File: src/rtl/flipflop_pkg.sv
// Shared mode encoding and per-bit next-state function for the JK flip-flop bank.
package flipflop_pkg;

  localparam int unsigned MODE_W = 2;

  typedef enum logic [MODE_W-1:0] {
    MODE_JK    = 2'd0,
    MODE_D     = 2'd1,
    MODE_T     = 2'd2,
    MODE_COUNT = 2'd3
  } mode_t;

  // Next value of one bit for a given mode; t is the counter toggle-enable.
  function automatic logic next_bit(input mode_t m, input logic q, input logic j,
                                    input logic k, input logic t);
    logic nb;
    nb = q;
    case (m)
      MODE_JK: begin
        case ({j, k})
          2'b00:   nb = q;
          2'b01:   nb = 1'b0;
          2'b10:   nb = 1'b1;
          default: nb = ~q;
        endcase
      end
      MODE_D:     nb = j;
      MODE_T:     nb = q ^ j;
      MODE_COUNT: nb = q ^ t;
      default:    nb = q;
    endcase
    return nb;
  endfunction

endpackage

File: src/rtl/ff_cell.sv
// One bit of the flip-flop bank.
// Ports: clk, reset (sync, active-high), rst_val (reset value), en (clock enable),
//        load/d (parallel load), mode, j, k, t_chain (counter toggle enable), q.
module ff_cell
  import flipflop_pkg::*;
(
  input  logic  clk,
  input  logic  reset,
  input  logic  rst_val,
  input  logic  en,
  input  logic  load,
  input  logic  d,
  input  mode_t mode,
  input  logic  j,
  input  logic  k,
  input  logic  t_chain,
  output logic  q
);

  // State bit: reset > enable > load > mode.
  always_ff @(posedge clk) begin
    if (reset) begin
      q <= rst_val;
    end else if (en) begin
      if (load) q <= d;
      else      q <= next_bit(mode, q, j, k, t_chain);
    end
  end

endmodule

File: src/rtl/flipflop_jk_bank.sv
// Bank of WIDTH flip-flops with per-bit J/K, run-time JK/D/T/COUNT mode,
// global enable, parallel load, counter carry and a registered change flag.
// Ports: clk, reset (sync, active-high), enable, mode, load, j, k, d -> q, qn (~q,
//        combinational), carry (one cycle after COUNT wraps), changed (q moved last edge).
module flipflop_jk_bank
  import flipflop_pkg::*;
#(
  parameter int unsigned      WIDTH     = 4,
  parameter logic [WIDTH-1:0] RESET_VAL = '0
) (
  input  logic             clk,
  input  logic             reset,
  input  logic             enable,
  input  logic [1:0]       mode,
  input  logic             load,
  input  logic [WIDTH-1:0] j,
  input  logic [WIDTH-1:0] k,
  input  logic [WIDTH-1:0] d,
  output logic [WIDTH-1:0] q,
  output logic [WIDTH-1:0] qn,
  output logic             carry,
  output logic             changed
);

  mode_t            mode_e;
  logic [WIDTH-1:0] t_chain;
  logic [WIDTH-1:0] q_nxt;

  assign mode_e = mode_t'(mode);

  // Synchronous counter: bit i toggles when all lower bits are ones.
  always_comb begin
    t_chain    = '0;
    t_chain[0] = 1'b1;
    for (int unsigned i = 1; i < WIDTH; i++) begin
      t_chain[i] = t_chain[i-1] & q[i-1];
    end
  end

  genvar gi;
  generate
    for (gi = 0; gi < WIDTH; gi++) begin : g_cell
      ff_cell u_cell (
        .clk     (clk),
        .reset   (reset),
        .rst_val (RESET_VAL[gi]),
        .en      (enable),
        .load    (load),
        .d       (d[gi]),
        .mode    (mode_e),
        .j       (j[gi]),
        .k       (k[gi]),
        .t_chain (t_chain[gi]),
        .q       (q[gi])
      );
    end
  endgenerate

  // Enabled next state of the whole bank, used only to detect a change.
  always_comb begin
    q_nxt = q;
    if (load) begin
      q_nxt = d;
    end else begin
      for (int unsigned i = 0; i < WIDTH; i++) begin
        q_nxt[i] = next_bit(mode_e, q[i], j[i], k[i], t_chain[i]);
      end
    end
  end

  // Carry flags the wrap from all-ones; changed flags any enabled update that moved q.
  always_ff @(posedge clk) begin
    if (reset) begin
      carry   <= 1'b0;
      changed <= 1'b0;
    end else if (!enable) begin
      carry   <= 1'b0;
      changed <= 1'b0;
    end else begin
      carry   <= !load && (mode_e == MODE_COUNT) && (&q);
      changed <= (q_nxt != q);
    end
  end

  assign qn = ~q;

endmodule
File: config.mk
export PLATFORM = sky130hd
export DESIGN_NAME = flipflop_jk_bank
export DESIGN_NICKNAME = d
export VERILOG_FILES = /design/src/rtl/flipflop_pkg.sv /design/src/rtl/ff_cell.sv /design/src/rtl/flipflop_jk_bank.sv
export SDC_FILE = /design/constraint.sdc
export NUM_CORES = 1
export LEC_CHECK = 0
export ABC_AREA = 1
export CORE_AREA = 2 2 51 53
export DETAILED_ROUTE_END_ITERATION = 7
export DIE_AREA = 0 0 53 55
export GPL_ROUTABILITY_DRIVEN = 0
export PLACE_DENSITY = 0.86
export SLEW_MARGIN = 20
export SYNTH_ARGS = -nofsm -noshare
export SYNTH_HDL_FRONTEND = slang
export SYNTH_HIERARCHICAL = 1
export SYNTH_SLANG_ARGS = --single-unit
File: constraint.sdc
create_clock -name clk -period 1.55 [get_ports clk]
set_input_delay 0.2325 -clock clk [delete_from_list [all_inputs] [get_ports clk]]
set_output_delay 0.2325 -clock clk [all_outputs]
set_load 0.05 [all_outputs]
[Word-level counts from Yosys, hierarchy flattened]
Cells that the tools add are included.
Word-level totals
  word-level logic and storage cells: 56
  output and inout port bits: 10
  register bits after elaboration: 6
Operators by class
  eq/ne operators: 12
  mux-type cells: 13
  reduce and logical (&&, ||, !) cells: 10
  bitwise operators: 15
Operators with widths (count)
  1-bit case mux with 4 select lines: 4
  2-bit == test, second input constant: 6
  1-bit case mux with 3 select lines: 4
  2-bit by 1-bit == test with 1-bit output, second input constant: 5
  2-bit zero test: 5
  1-bit XOR: 7
  1-bit inverter: 5
  1-bit two-way mux: 4
  4-bit two-way mux: 1
  4-bit != test: 1
  4-bit inverter: 1
  4-bit AND reduction: 1
  1-bit bitwise AND: 2
  1-bit logical AND: 2
  2-bit OR reduction: 1
  1-bit zero test: 1

[Longest topological paths before layout]
  depth in word-level cells: 6
  depth in mapped cells: 13

[By module]
Netlist, hierarchy kept.
Modules (own cells, without submodules)
  ff_cell: times used 4, cells an instance 27, area an instance 163.9 um^2, seq. area each 30.0 um^2
  flipflop_jk_bank: times used 1, cells an instance 93, area an instance 446.7 um^2, seq. area each 40.0 um^2

[Worst setup path before layout]
OpenSTA, ideal clock, no wires.
  path type: register to register
  start: reg g_cell[2].u_cell.q
  end: reg changed
  stages on the path, launching flop included: 10
  setup slack: -0.205 ns
  path buffers: 0
  data arrival time: 1.638 ns
  library setup time: 0.117 ns
  path through: edfxtp_1 -> inv_2 -> nand3_1 -> nand3_1 -> nand2_1 -> nand2_1 -> nand2_1 -> nand2_1 -> nor2_1 -> a21oi_2
On the way
  word-level cells in the longest chain between the ends: 5
  elaborated cells on any way between the ends: 10
  classes of those cells: 1 x eq/ne; 4 x mux; 5 x bitwise
RTL lines
  start: declaration: line ff_cell.sv:17  | output logic q
  start signal: assignment: line ff_cell.sv:23  | q <= rst_val;
  start signal: assignment: line ff_cell.sv:26  | else q <= next_bit(mode, q, j, k, t_chain);
  1-bit inverter / 1-bit bitwise AND (equally long branches): line flipflop_pkg.sv:24, flipflop_jk_bank.sv:36
  1-bit case mux with 3 select lines / 1-bit XOR (equally long branches): line flipflop_pkg.sv:20, flipflop_pkg.sv:29
  1-bit case mux with 4 select lines
  4-bit two-way mux: line flipflop_jk_bank.sv:62  | if (load) begin
  4-bit != test *: line flipflop_jk_bank.sv:81  | changed <= (q_nxt != q);
  end signal: assignment: line flipflop_jk_bank.sv:81
  end: declaration: line flipflop_jk_bank.sv:22  | output logic changed
Every way passes the cells marked *; elsewhere a longest branch is shown, timed or not.
A chain may end at the register's enable or synchronous reset.

[Final worst setup path]
  start: in j[1]
  end: reg g_cell[1].u_cell.q, data pin
On the way
  word-level cells in the longest chain between the ends: 4
  elaborated cells on any way between the ends: 7
  classes of those cells: 2 x eq/ne; 3 x mux; 1 x bitwise; 1 x reduce/logical
RTL lines
  start: declaration: line flipflop_jk_bank.sv:16  | input logic [WIDTH-1:0] j,
  2-bit == test (tied with other cells): line flipflop_pkg.sv:20  | case ({j, k})
  1-bit case mux with 3 select lines: line flipflop_pkg.sv:20
  1-bit case mux with 4 select lines *
  1-bit two-way mux *: line ff_cell.sv:25  | if (load) q <= d;
  end signal: assignment: line ff_cell.sv:23
  end signal: assignment: line ff_cell.sv:26
  end: declaration: line ff_cell.sv:17
Marks and branches as above.

==> metrics.txt <==
critical path fanouts, max 2; largest family of logic cells by synthesized area simple AND/OR/NAND/NOR gates; largest net degree at the start of global routing 18; Reg area 160 um^2; Synth Area in Compound Gates 15.4%; Post-synth EDFFs 4; die height 55 um; most common library cells after synthesis 71 x nand2_1, 28 x nand3_1, 25 x inv_1; Mapped Avg Cell Area 5.48 um^2; fin. max-slew vios 0; hold_sp j[0]; synthesized cell area 0.00110 mm^2; ys async rst share 0%; Worst path slowest cell clkdlybuf4s50_1; Num CTS Buffers 3; Synth Instances 201; Fin. Hold Viols 0; DRT antenna net count 0; filler instances 188; status complete, no violations; Worst Hold Endpoint g_cell[0].u_cell/q$_DFFE_PP_; most common cell in the netlist nand2_1; initial antenna violation count 0; area leader, netlist nand2_1; Critical Path RT 1.56 ns; drt first pass iters 5; CP max stage delay 0.49 ns; Pleak 0.940 nW; multi-input logic area 863 um^2; port bufs 27; top-area cell type share of the netlist area 24.2%; IO Pins 28; Congestion Overflow GR 0; Hold Crit Depth 4; worst endpoint data arrival time 1.56 ns; Cell Area, Placed 0.00165 mm^2; post-synthesis xor/xnor area fraction 0%; via count 1500; n_diodes 0; GRT Util Overall 23.9%; Iter 0 DRT Violations 55; routed wire length 3.54 mm; Syn-to-layout area delta 58.0%; global-route wire length before repair 5.24 mm; Die X 53 um; DR WL/cell 12.5 um; synth warn 6; clk_skew 0.00989 ns; FF-to-FF End changed$_SDFF_PP0_; number of global-route vias before repair 1268; full die area 0.00292 mm^2; achievable clock frequency 646 MHz; CP delay by family, top buffers and inverters; CTS max path bufs 2; Worst-Skew Late Latency 0.25 ns; HPWL after DPL 2.39 mm; TritonCTS clock tree yes; Final Cycle Share 99.9%; worst reg-to-reg setup slack 0.07 ns; Crit. End Element flop; Residual DRC 0; Critical Path Start Type input port; number of vias per cell 5.32; RSZ-0062 raised after global routing yes; core area 0.00236 mm^2; Setup Crit Path Kind input port to flop; H-tree depth 1; min-delay worst type input port to flop; Reg clk slew, reported paths 0.06 ns; worst ir drop on vdd 472 uV; CTS Root Cell clkbuf_4; Adder-Cell Fraction of Synth Area 9.08%; FF+latch count, synth 6; mux contribution to synthesized area 0%; PwrDens 567 mW/mm^2; R2R Path Start g_cell[1].u_cell/q$_DFFE_PP_; placement row count 18; fraction of layout cells with a size suffix above 1 21.0%; Initial Utilization 46.6%; Synth cell types 22; CP most frequent cell nand2_1; final setup fails 0; post-synthesis sequential area ratio 14.5%; clk sink count 6; Design Area, Final 0.00174 mm^2; Post-Route Utilization 73.7%; Max Cap Violations 0; Final min period 1.55 ns; Main synth FF type edfxtp_1; Worst R2R Path Depth 10; top cells by area, synth nand2_1 24%, nand3_1 13%, edfxtp_1 11%, ha_1 9.1%, inv_1 8.5%; simple-gate portion of the synthesized area 48.2%; critical-path cell list clkdlybuf4s50_1, inv_1, ha_4, nand2_1, o21ai_1, a21oi_2, nand3_1, nand2_1, nand2_1; Buf/Inv on CP 2; Final #Nets 280
==> sequential cells by signal (all words and copies together), names as in the netlist <==
signal / count
g_cell.u_cell/q: 4
carry: 1
changed: 1
==> cell families after synthesis <==
group	count (synthesis)
simple gates	123
flops	6
other cells	2
compound gates	29
buf+inv	33
fa+ha+maj	8
==> power breakdown <==
group / switching (mW) / internal [mW]
Clock: 0.0668 / 0.0883
Sequential: 0.0139 / 0.188
Combinational: 0.353 / 0.278
==> worst max-delay path by stage <==
stage	depth (start not counted)	from	endpoint	slack [ns]
3_3_place_gp	10	mode[0]	changed$_SDFF_PP0_	-0.22
3_5_place_dp	10	mode[0]	changed$_SDFF_PP0_	-0.27
6_report	9	j[1]	g_cell[1].u_cell/q$_DFFE_PP_	0.002
2_1_floorplan	9	g_cell[1].u_cell/q$_DFFE_PP_	g_cell[3].u_cell/q$_DFFE_PP_	-0.15
4_1_cts	9	k[3]	g_cell[3].u_cell/q$_DFFE_PP_	0.01
5_1_grt	9	j[1]	g_cell[1].u_cell/q$_DFFE_PP_	-0.08
==> through the flow <==
step / power (mW) / setup TNS (ns) / hold WS [ns] / std cells / setup slack, ns
global route: 1.05 / -0.139 / 0.583 / 282 / -0.0771
global placement: 0.783 / -1.16 / 0.684 / 277 / -0.219
CTS: 0.954 / 0 / 0.635 / 280 / 0.0132
floorplan: 0.516 / -0.465 / 0.402 / 204 / -0.153
finish: 0.988 / 0 / 0.563 / 282 / 0.00190
detailed placement: 0.796 / -1.41 / 0.683 / 277 / -0.268
==> repair_timing <==
item | CTS | global route
pin swaps | 0 | 2
buffers inserted | 0 | 1
endpoints found under the setup margin | 3 | 5
gates resized for setup | 1 | 14
hold buffers | 0 | 0
cloned | 0 | 1
==> per-layer routing <==
| layer | GRT usage (%) | part of all wire (%) | vias up |
|---|---|---|---|
| met5 | 0 | 0 | - |
| li1 | - | - | 750 |
| met1 | 28.1 | 39 | 635 |
| met4 | 6.84 | 2.3 | 0 |
| met3 | 4.57 | 8.6 | 14 |
| met2 | 44.2 | 50 | 101 |
==> final cells by class <==
cell class                 count  share of cell area (%)
sequential                     6                    9.20
timing repair buffer          48                    30.7
inverter                      30                    7.04
multi-input combinational    165                    49.6
tap                           30                    2.16
clock buffer                   3                    1.29
==> worst min-delay path, stage by stage <==
cell and delay (ns):
dlymetal6s2s_1 0.13, inv_1 0.05, ha_1 0.14, a31oi_1 0.09
==> layout by cell type (no fill, tap or decap), drive strengths merged, types with 4 or more instances in the layout <==
master         Yosys  routed
a31oi              4       4
edfxtp             4       4
clkdlybuf4s50      0      13
conb               2       5
o21ai             11      11
nand2             72      72
ha                 8       8
nor2              16      16
a21oi             13      13
nand3b             4       4
buf                3      31
nand3             29      29
inv               30      30
No activity file was read; power rests on OpenSTA's default activity.
